--- config.mk ---
export PLATFORM = sky130hd
export DESIGN_NAME = snitch_icache_perf_cnt_bank
export DESIGN_NICKNAME = d
export VERILOG_FILES = /design/src/rtl/snitch_icache_pkg.sv /design/src/rtl/snitch_icache_perf_cnt.sv /design/src/rtl/snitch_icache_perf_cnt_bank.sv
export SDC_FILE = /design/constraint.sdc
export NUM_CORES = 1
export LEC_CHECK = 0
export BUFFER_PORTS_ARGS = -buffer_cell sky130_fd_sc_hd__clkbuf_2
export CAP_MARGIN = 20
export CORE_UTILIZATION = 55
export DETAILED_ROUTE_END_ITERATION = 10
export GPL_TIMING_DRIVEN = 0
export PLACE_DENSITY_LB_ADDON = 0.08
export SLEW_MARGIN = 25
export SYNTH_ARGS = -nofsm -noshare
export SYNTH_HDL_FRONTEND = slang
export SYNTH_SLANG_ARGS = --single-unit
--- constraint.sdc ---
create_clock -name clk_i -period 3.37 [get_ports clk_i]
set_input_delay 0.337 -clock clk_i [delete_from_list [all_inputs] [get_ports clk_i]]
set_output_delay 0.337 -clock clk_i [all_outputs]
set_load 0.01 [all_outputs]
--- src/rtl/snitch_icache_pkg.sv ---
// snitch_icache_pkg: shared icache event structs and performance counter map
package snitch_icache_pkg;

    typedef struct packed {
        logic l0_miss;
        logic l0_hit;
        logic l0_prefetch;
        logic l0_double_hit;
        logic l0_stall;
    } icache_l0_events_t;

    typedef struct packed {
        logic l1_miss;
        logic l1_hit;
        logic l1_stall;
        logic l1_handler_stall;
        logic l1_tag_parity_error;
        logic l1_data_parity_error;
    } icache_l1_events_t;

    localparam int unsigned PERF_NUM_CNT = 12;
    localparam int unsigned PERF_CNT_W   = 32;

    typedef enum logic [3:0] {
        PerfL0Miss         = 4'd0,
        PerfL0Hit          = 4'd1,
        PerfL0Prefetch     = 4'd2,
        PerfL0DoubleHit    = 4'd3,
        PerfL0Stall        = 4'd4,
        PerfL1Miss         = 4'd5,
        PerfL1Hit          = 4'd6,
        PerfL1Stall        = 4'd7,
        PerfL1HandlerStall = 4'd8,
        PerfL1TagParity    = 4'd9,
        PerfL1DataParity   = 4'd10,
        PerfCycles         = 4'd11
    } perf_cnt_idx_e;

endpackage

--- src/rtl/snitch_icache_perf_cnt.sv ---
// snitch_icache_perf_cnt: single event counter with clear/read-clear; saturates when SNITCH_ICACHE_PERF_SATURATE_EN is defined, wraps otherwise
module snitch_icache_perf_cnt
    import snitch_icache_pkg::*;
#(
    parameter int unsigned CNT_W = PERF_CNT_W,
    parameter int unsigned INC_W = 1
) (
    input  logic             clk_i,
    input  logic             rst_i,
    input  logic             en_i,
    input  logic             clr_i,
    input  logic             rd_clr_i,
    input  logic [INC_W-1:0] inc_i,
    output logic [CNT_W-1:0] cnt_o
);

    logic [CNT_W-1:0] cnt_q, cnt_d, inc, nxt;

    assign inc = CNT_W'(inc_i);

`ifdef SNITCH_ICACHE_PERF_SATURATE_EN
    logic [CNT_W:0] sum;
    assign sum = {1'b0, cnt_q} + {1'b0, inc};
    assign nxt = sum[CNT_W] ? '1 : sum[CNT_W-1:0];
`else
    assign nxt = cnt_q + inc;
`endif

    // global clear beats read-and-clear, which keeps only this cycle's increment
    always_comb begin
        cnt_d = clr_i ? '0 : rd_clr_i ? (en_i ? inc : '0) : en_i ? nxt : cnt_q;
    end

    // counter register
    always_ff @(posedge clk_i) begin
        if (rst_i) cnt_q <= '0;
        else       cnt_q <= cnt_d;
    end

    assign cnt_o = cnt_q;

endmodule

--- src/rtl/snitch_icache_perf_cnt_bank.sv ---
// snitch_icache_perf_cnt_bank: bank of icache event counters with a 1-cycle read port; SNITCH_ICACHE_PERF_SATURATE_EN selects saturating counters
module snitch_icache_perf_cnt_bank
    import snitch_icache_pkg::*;
#(
    parameter int unsigned NR_FETCH_PORTS = 2,
    parameter int unsigned CNT_W          = PERF_CNT_W,
    parameter int unsigned DATA_W         = 32
) (
    input  logic                                   clk_i,
    input  logic                                   rst_i,
    input  logic                                   en_i,
    input  logic                                   clear_i,
    input  icache_l0_events_t [NR_FETCH_PORTS-1:0] l0_events_i,
    input  icache_l1_events_t                      l1_events_i,
    input  logic                                   rd_req_i,
    input  logic [3:0]                             rd_addr_i,
    input  logic                                   rd_clr_i,
    output logic                                   rd_rvalid_o,
    output logic [DATA_W-1:0]                      rd_rdata_o,
    output logic                                   rd_err_o
);

    localparam int unsigned INC_W = $clog2(NR_FETCH_PORTS + 1);

    logic [PERF_NUM_CNT-1:0][INC_W-1:0] inc;
    logic [PERF_NUM_CNT-1:0][CNT_W-1:0] cnt;
    logic [CNT_W-1:0]                   sel;
    logic [DATA_W-1:0]                  rdata_d, rdata_q;
    logic                               err_d, err_q, rvalid_q;

    // L0 increments are popcounts across fetch ports; L1 and cycle increments are single bits
    always_comb begin
        inc = '0;
        for (int p = 0; p < int'(NR_FETCH_PORTS); p++) begin
            inc[PerfL0Miss]      = inc[PerfL0Miss]      + INC_W'(l0_events_i[p].l0_miss);
            inc[PerfL0Hit]       = inc[PerfL0Hit]       + INC_W'(l0_events_i[p].l0_hit);
            inc[PerfL0Prefetch]  = inc[PerfL0Prefetch]  + INC_W'(l0_events_i[p].l0_prefetch);
            inc[PerfL0DoubleHit] = inc[PerfL0DoubleHit] + INC_W'(l0_events_i[p].l0_double_hit);
            inc[PerfL0Stall]     = inc[PerfL0Stall]     + INC_W'(l0_events_i[p].l0_stall);
        end
        inc[PerfL1Miss]         = INC_W'(l1_events_i.l1_miss);
        inc[PerfL1Hit]          = INC_W'(l1_events_i.l1_hit);
        inc[PerfL1Stall]        = INC_W'(l1_events_i.l1_stall);
        inc[PerfL1HandlerStall] = INC_W'(l1_events_i.l1_handler_stall);
        inc[PerfL1TagParity]    = INC_W'(l1_events_i.l1_tag_parity_error);
        inc[PerfL1DataParity]   = INC_W'(l1_events_i.l1_data_parity_error);
        inc[PerfCycles]         = INC_W'(1'b1);
    end

    for (genvar c = 0; c < int'(PERF_NUM_CNT); c++) begin : g_cnt
        snitch_icache_perf_cnt #(
            .CNT_W (CNT_W),
            .INC_W (INC_W)
        ) i_cnt (
            .clk_i    (clk_i),
            .rst_i    (rst_i),
            .en_i     (en_i),
            .clr_i    (clear_i),
            .rd_clr_i (rd_req_i & rd_clr_i & (rd_addr_i == 4'(c))),
            .inc_i    (inc[c]),
            .cnt_o    (cnt[c])
        );
    end

    // read mux; out-of-range addresses select zero
    always_comb begin
        sel   = '0;
        err_d = rd_addr_i >= 4'(PERF_NUM_CNT);
        for (int c = 0; c < int'(PERF_NUM_CNT); c++) sel = (rd_addr_i == 4'(c)) ? cnt[c] : sel;
    end

    if (CNT_W >= DATA_W) begin : g_trunc
        assign rdata_d = sel[DATA_W-1:0];
    end else begin : g_zext
        assign rdata_d = {{(DATA_W - CNT_W){1'b0}}, sel};
    end

    // response registers, data held between requests
    always_ff @(posedge clk_i) begin
        if (rst_i) begin
            rvalid_q <= 1'b0;
            rdata_q  <= '0;
            err_q    <= 1'b0;
        end else begin
            rvalid_q <= rd_req_i;
            if (rd_req_i) begin
                rdata_q <= rdata_d;
                err_q   <= err_d;
            end
        end
    end

    // outputs read as zero while reset is asserted, dropping any pending response
    assign rd_rvalid_o = rvalid_q & ~rst_i;
    assign rd_rdata_o  = rst_i ? '0 : rdata_q;
    assign rd_err_o    = err_q & ~rst_i;

endmodule

Word-level counts from Yosys, hierarchy flattened
Index checks and enable logic that the tools add are counted.

word-level totals
  register bits = 418
  bits of input ports = 26
  output and inout bits = 34
  logic and storage cells = 123

operators by class
  $add $sub $neg = 17
  order comparisons = 1
  equality and inequality tests = 11
  multiplexer cells = 49
  bitwise operators = 16
  reductions and logical operators = 14

operators by type and width
  cell                   count
  $mux 32                37
  $add 32x1->32          6
  $add 32x2->32          5
  $add 32x1->32 const B  1
  $reduce_bool 2->1      12
  $eq 4x3->1 const B     4
  $eq 4x4->1 const B     4
  $and 1x1->1            15
  $add 1x1->2            5
  $mux 2                 5
  $eq 4x2->1 const B     2
  $mux 1                 7
  $eq 4x1->1 const B     1
  $ge 4x4->1 const B     1
  $logic_not 4->1        1
  $reduce_or 2->1        1
  $not 1->1              1

Depth between registers and ports, before layout
Gate-level depths: netlist of run 1.

  word-level depth = 13
  depth in mapped cells = 10
  gate-level depth less buffers = 9

By module
From an unflattened synthesis of run 1, not the netlist that was laid out.

unflattened totals
  cells, all modules = 2898
  area, all modules = 24145.7 µm²

modules (own cells, without submodules)
  module                                       instances  cells an instance  area each (µm²)  sequential area each (µm²)
  snitch_icache_perf_cnt (g_cnt[0].i_cnt ...)  10         181                1562.7           640.6
  snitch_icache_perf_cnt_bank                  1          696                5185.0           680.7
  snitch_icache_perf_cnt (g_cnt[5].i_cnt ...)  2          196                1666.6           640.6

Worst setup path after synthesis of run 1
Ideal clock, no wire load.

  path kind = input -> register
  from = in l0_events_i[4] (netlist name)
  to = reg g_cnt[0].i_cnt.cnt_q[28]
  library setup time = 116 ps
  arrival = 2537 ps
  data required time = 3254 ps
  path slack = 717 ps
  cell stages on the path = 8
  path buffers = 0
  cells stage by stage = ha_1 > ha_1 > inv_1 > fa_1 > or4_1 > nor3_1 > a211oi_1 > a31o_2

on the way
  longest elaborated chain between the ends = 4

RTL lines
  element                line                               RTL
  start, declared        snitch_icache_perf_cnt_bank.sv:13  input icache_l0_events_t [NR_FETCH_PORTS-1:0] l0_events_i,
  $add 1x1->2            snitch_icache_perf_cnt_bank.sv:35  inc[PerfL0Miss] = inc[PerfL0Miss] + INC_W'(l0_events_i[p].l0_miss);
  $add 32x2->32          snitch_icache_perf_cnt.sv:26       assign nxt = cnt_q + inc;
  $mux 32 (2 in series)  snitch_icache_perf_cnt.sv:31       cnt_d = clr_i ? '0 : rd_clr_i ? (en_i ? inc : '0) : en_i ? nxt : cnt_q;
  end signal, assigned   snitch_icache_perf_cnt.sv:37       else cnt_q <= cnt_d;
  end, declared          snitch_icache_perf_cnt.sv:17       logic [CNT_W-1:0] cnt_q, cnt_d, inc, nxt;

No other way between the ends. The select of a mux whose other input is x is not followed.
A chain may end at the register's enable or synchronous reset.

Worst setup path after layout of run 1
  from = in rd_addr_i[0]
  to = reg rdata_q[10]

on the way
  longest elaborated chain between the ends = 13
  elaborated cells on any way between the ends = 24
  classes of those cells = eq/ne: 11; mux: 12; reduce/logical: 1

RTL lines
  element                 line                               RTL
  start, declared         snitch_icache_perf_cnt_bank.sv:16  input logic [3:0] rd_addr_i,
  $logic_not 4->1         snitch_icache_perf_cnt_bank.sv:69  for (int c = 0; c < int'(PERF_NUM_CNT); c++) sel = (rd_addr_i == 4'(c)) ? cnt[c] : sel;
  $mux 32 (11 in series)  snitch_icache_perf_cnt_bank.sv:69
  $mux 32 *               snitch_icache_perf_cnt_bank.sv:69
  end signal, assigned    snitch_icache_perf_cnt_bank.sv:87  rdata_q <= rdata_d;
  end, declared           snitch_icache_perf_cnt_bank.sv:28  logic [DATA_W-1:0] rdata_d, rdata_q;

Mark *: on every way between the ends. The rest lies on a longest branch, timed or not.

==> metrics.cfg, run 1 <==
[final_layout]
drive_gt1_frac=0.1006
area_growth_pct=10.97
fin_nets=3034
fin_util=0.6212
final_cell_mix=dfxtp_1, nor2_1, nand2_1
final_area_sq_um=26110
mostFrequentLayoutCell=dfxtp_1
fin_cells=3556

[clock_tree]
cts_setup_buffers=0
root_buffer=clkbuf_16
postCtsHoldBufs=0
clock_sinks=418
cts_tree=built
cts_buffer_depth=3
clk_pin_slew_worst_paths_ps=70
h-tree-depth=2
numCtsBuffers=47
clock_latency_ps=610

[synth]
syn_inst=2869
synth_warnings=0
synth_edf_count=0
ys_seq_area_frac=0.3556
ys_types=81
ys_ff_latch=418
syn_area_per_cell_sq_um=8.202
syn_area_sq_um=23530
async_reset_ff_frac=0
synth_nets=2928
yosys_most_used_dff=dfxtp_1

[hold_path]
holdCritStartpoint=l1_events_i[0]
holdPathStages=4
hp-class=in -> reg

[grt]
grt_overflow=0
antenna_found_initial=5
grt.total_usage=0.4389
grt_max_degree=13
grt_pass1_vias=22900
grt_pass1_wl_um=143900

[die]
die_w_um=208.9
row_count=75
core-area_sq_um=42040
chipHeight_um=208.9
dieArea_sq_um=43620
ios=60
start_util=0.5598

[worst_setup_path]
crit_top_cell=buf_2
cp_slowest_cell=buf_1
cp.depth=9
cp_top_family=buffers and inverters
critPathLaunchType=input port
path_class=in -> reg
r2r_slack_ps=480
cp.required_ps=3800
r2r-start=g_cnt[0].i_cnt.cnt_o[0]
end_kind=register
path_cells=clkbuf_2 -> buf_2 -> buf_2 -> buf_2 -> buf_2 -> buf_1 -> o21ai_0 -> a221oi_1 -> o22ai_1
max_stage_delay_ps=660
worstPathArrival_ps=3640
reg2regPathDepth=7
critPathCapture=rdata_q[10]
critPathBufInv=6
crit_start=rd_addr_i[0]
r2r-end=g_cnt[0].i_cnt.cnt_o[28]
crit_fanout=10

[route]
dr.pass1.iters=6
routed_via_density=6.968
initialDrtViolationCount=3280
drcViolationCount=0
via_count=24780
detail-route-antenna-nets=0
post_drt_wl_per_cell_um=27.44
drt-total-wl_um=97590

[power_and_ir_drop]
p_leak_nw=8.236
seqPwrFrac=0.448
ir_drop_uv=350.1
p_per_area_nw_per_um2=426.9
p_clk_frac=0.473
p_comb_frac=0.078
swShare=0.2580
power_mw=11.15
p_sw_mw=2.876
p_int_mw=8.272

[placed_design]
io_buffers=58
dpl_cell_area_sq_um=24510
dpl.cell_count=3466
post-place-ws_ps=-1002
dp_hpwl_um=74640
gp_congestion=1.102

[timing]
period_minus_slack_ps=3209
worst_slew_pin_slew_ps=1189
finalCritPeriodShare=0.9522
relSlewSlack=0.1972
setup_viol=0
worst_slack_ps=161.1
report.final.hold_viol_count=0
rsz0062_at_grt=false
fin_skew_ps=19.78
maxSlewViolCount=0
max_freq_mhz=311.6

[flow_run]
maxCapViolCount=0

[status]
outcome=completed

## cells in the mapped netlist (7+ instances only)
cell / n / area share
o311a_1: 9 / 0.0038
nand4b_1: 9 / 0.0033
a31oi_1: 21 / 0.0056
and2_1: 18 / 0.0048
inv_1: 68 / 0.011
a21oi_1: 180 / 0.038
or2_2: 26 / 0.0069
clkbuf_1: 125 / 0.020
nor4b_1: 11 / 0.0041
nor3_1: 71 / 0.015
a311oi_1: 11 / 0.0041
o32ai_1: 16 / 0.0060
mux2i_1: 39 / 0.017
o21a_1: 13 / 0.0041
buf_2: 33 / 0.0070
ha_1: 28 / 0.015
and4_1: 34 / 0.013
o22ai_1: 28 / 0.0074
or3_1: 66 / 0.018
mux2_2: 44 / 0.021
and3_1: 46 / 0.012
a211oi_1: 9 / 0.0029
a2111oi_0: 11 / 0.0041
a22oi_1: 19 / 0.0061
xnor2_1: 98 / 0.036
xor2_1: 91 / 0.034
o311ai_0: 10 / 0.0037
nand4_1: 109 / 0.029
mux4_2: 29 / 0.028
o31ai_1: 60 / 0.019
nand3_1: 133 / 0.028
o21ai_0: 115 / 0.024
a221oi_1: 13 / 0.0048
nor2b_1: 42 / 0.011
dfxtp_1: 418 / 0.36
nand2b_1: 12 / 0.0032
o211ai_1: 20 / 0.0064
or4_1: 80 / 0.026
nor3b_1: 7 / 0.0022
nor4_1: 50 / 0.013
nand2_1: 213 / 0.034
buf_1: 10 / 0.0016
o221a_2: 8 / 0.0038
o221ai_1: 14 / 0.0052
nor2_1: 339 / 0.054
## cell families after synthesis
family / share of synthesized area
and+or+nand+nor: 0.2863
DFF: 0.3556
buffers and inverters: 0.04041
AOI/OAI and AO/OA: 0.1628
xor gates and xnor gates: 0.07034
muxes: 0.06540
adders and majority gates: 0.01914
## power groups by stage
| stage | registers [mW] | clock network (mW) | logic (mW) |
|---|---|---|---|
| global placement | 5.10 | 0 | 0.811 |
| global route | 5.00 | 5.49 | 0.895 |
| CTS | 5.00 | 5.31 | 0.823 |
| detailed placement | 5.11 | 0 | 0.820 |
| finish | 5.00 | 5.28 | 0.873 |
| floorplan | 5.09 | 0 | 0.475 |
## metal layers
layer | wire (um) | GRT usage | part of all wire | vias to the layer above
met5 | 12 | 0 | 0.00012 | -
met4 | 8671 | 0.3380 | 0.089 | 2
met3 | 10040 | 0.09708 | 0.10 | 441
met2 | 42600 | 0.6880 | 0.44 | 1603
met1 | 36260 | 0.5246 | 0.37 | 11850
li1 | - | - | - | 10880
## timing repair
| item | in CTS | in global routing |
|---|---|---|
| hold endpoints to repair | 0 | 0 |
| endpoints found under the setup margin | 20 | 1 |
| pin swaps | 0 | 0 |
| resized for setup | 2 | 0 |
## sequential cells by signal, indices dropped and copies added, names as in the netlist
signal / count
rdata_q: 32
g_cnt.i_cnt.cnt_o: 384
err_q: 1
rvalid_q: 1
## area by class of cell
cell class                 instances  area [sq um]
clock buffer                      74          1469
fill                            3737         15930
tap                              539         674.4
buffer                           170         701.9
sequential                       418          8368
multi-input combinational       2212         14230
timing repair buffer              58         290.3
antenna                            4         10.01
clock inverter                    13         115.1
inverter                          68         255.2
## stage by stage
| stage | hold WS, ps | TNS [ps] |
|---|---|---|
| 3_3_place_gp | 441.9 | -45740 |
| 2_1_floorplan | 427.4 | 0 |
| 6_report | 171.2 | 0 |
| 4_1_cts | 149.8 | 0 |
| 5_1_grt | 226.1 | 0 |
| 3_5_place_dp | 450.1 | -21110 |
## worst min path at each step
stage / endpoint
3_3_place_gp: err_q
3_5_place_dp: err_q
5_1_grt: g_cnt[5].i_cnt.cnt_o[0]
2_1_floorplan: err_q
4_1_cts: g_cnt[5].i_cnt.cnt_o[0]
6_report: g_cnt[10].i_cnt.cnt_o[0]
## worst reg2reg max path: stages (launching register included)
cell and delay (ps):
dfxtp_1 370, ha_1 190, inv_1 50, fa_1 450, or4_1 710, nor3_1 620
a211oi_1 180, a31o_2 240
No activity file was read; power rests on OpenSTA's default activity.
==> run 2: changes to the inputs <==
HOLD_SLACK_MARGIN = 0.05   (was default)
clock period = 3.9 ns   (was 3.37 ns; I/O delays follow)
==> run 2 against run 1 <==
  * Total power is 14% lower
  * Worst setup slack got worse by 160 ps
  * Via count is 0.32% lower
  * Clock skew grew 3.5 ps
  * Sequential power down 14%
  * Critical path type unchanged
  * Critical path depth fell by 1
==> metrics.cfg, run 2 (synthesis results as in run 1) <==
[grt]
grt_pass1_wl_um=143900
antenna_found_initial=5
grt_overflow=0
grt_max_degree=13
grt_pass1_vias=22900
grt.total_usage=0.4389

[timing]
finalCritPeriodShare=0.9990
max_freq_mhz=256.7
relSlewSlack=0.2407
report.final.hold_viol_count=0
maxSlewViolCount=0
rsz0062_at_grt=false
holdWs_ps=232.4
fin_skew_ps=23.27
period_minus_slack_ps=3896
worst_slew_pin_slew_ps=1134
setup_viol=0

[worst_setup_path]
max_stage_delay_ps=870
path_cells=clkbuf_2 -> buf_2 -> buf_2 -> clkbuf_1 -> clkbuf_2 -> clkbuf_1 -> o211ai_1 -> a21oi_1
path_class=in -> reg
end_kind=register
worstPathArrival_ps=4400
crit_start=en_i
r2r-end=g_cnt[0].i_cnt.cnt_o[28]
critPathCapture=g_cnt[1].i_cnt.cnt_o[1]
r2r_slack_ps=1040
cp_slowest_cell=clkbuf_1
critPathLaunchType=input port
crit_fanout=10
cp.required_ps=4400
reg2regPathDepth=7
r2r-start=g_cnt[0].i_cnt.cnt_o[0]

[route]
detail-route-antenna-nets=0
post_drt_wl_per_cell_um=27.45
drcViolationCount=0
drt-total-wl_um=97650
dr.pass1.iters=6
initialDrtViolationCount=3146
via_count=24700
routed_via_density=6.943

[final_layout]
final_cell_mix=dfxtp_1, nor2_1, nand2_1
drive_gt1_frac=0.1002
fin_nets=3035
multiInputGateArea_sq_um=14230
area_growth_pct=10.98
final-seq-area_sq_um=8368
num-fill-cells=3740
fin_util=0.6212
mostFrequentLayoutCell=dfxtp_1
largest_reg_flops=384

[die]
row_count=75
chipHeight_um=208.9
ios=60
dieArea_sq_um=43620
start_util=0.5598
die_w_um=208.9
core-area_sq_um=42040

[placed_design]
io_buffers=58
gp_congestion=1.102
dp_hpwl_um=74640

[power_and_ir_drop]
p_leak_nw=8.234
p_per_area_nw_per_um2=368.7
ir_drop_uv=305.9

[clock_tree]
clock_sinks=418
clk_pin_slew_worst_paths_ps=70
numCtsBuffers=47
cts_resized=0
postCtsHoldBufs=0
cts_setup_buffers=0
clock_latency_ps=610
cts_tree=built
cts_buffer_depth=3
root_buffer=clkbuf_16
h-tree-depth=2

[hold_path]
hp-class=in -> reg
holdCritStartpoint=l1_events_i[0]

[flow_run]
maxCapViolCount=0

[status]
outcome=completed

==> run 2: cell types whose count changed in the layout (fill, tap and decap cells not counted), sizes merged <==
cell | previous run | this run
clkbuf | 257 | 258
==> run 2: area by class of cell <==
cell class / count / share of cell area
antenna: 4 / 0.0003833
inverter: 68 / 0.009773
clock buffer: 74 / 0.05624
clock inverter: 13 / 0.004408
timing repair buffer: 58 / 0.01111
sequential: 418 / 0.3204
multi-input combinational: 2212 / 0.5449
tap: 539 / 0.02582
buffer: 171 / 0.02697
==> run 2: worst min path at each step <==
stage | to | slack [ps] | depth (start not counted)
after floorplan | err_q | 430 | 2
after global placement | err_q | 440 | 2
after detailed placement | err_q | 450 | 2
after CTS | g_cnt[5].i_cnt.cnt_o[0] | 200 | 4
after global routing | g_cnt[5].i_cnt.cnt_o[0] | 280 | 4
final | g_cnt[10].i_cnt.cnt_o[0] | 230 | 4
==> run 2: where the power goes <==
group | internal [mW] | switching, mW | total [mW]
Clock | 2.66 | 1.90 | 4.56
Sequential | 4.30 | 0.0226 | 4.32
Combinational | 0.197 | 0.558 | 0.754
Total | 7.15 | 2.48 | 9.63
==> run 2: stage by stage <==
stage | area (sq um) | std cells | total power [mW] | setup TNS, ps | worst slack (ps)
final | 26120 | 3557 | 9.629 | 0 | 3.928
after global routing | 26110 | 3553 | 9.835 | 0 | 154.9
after floorplan | 23530 | 2869 | 4.811 | 0 | 1194
after global placement | 24500 | 3466 | 5.112 | -14880 | -754.1
after detailed placement | 24510 | 3466 | 5.120 | -7048 | -525.3
after CTS | 26100 | 3553 | 9.619 | 0 | 69.05
==> run 2: routing by layer <==
layer  part of all wire  global-route usage  vias up  routed length, um
li1                   -                   -    10870                  -
met1               0.37              0.5246    11810              36140
met2               0.43              0.6880     1576              42450
met3               0.11             0.09708      446              10280
met4              0.090              0.3380        2               8767
met5            0.00012                   0        -                 12
==> run 2: worst max-delay path: cells and delay by family <==
| kind | cells | cell delay, ps |
|---|---|---|
| compound gates | 2 | 420 |
| buf+inv | 6 | 3550 |
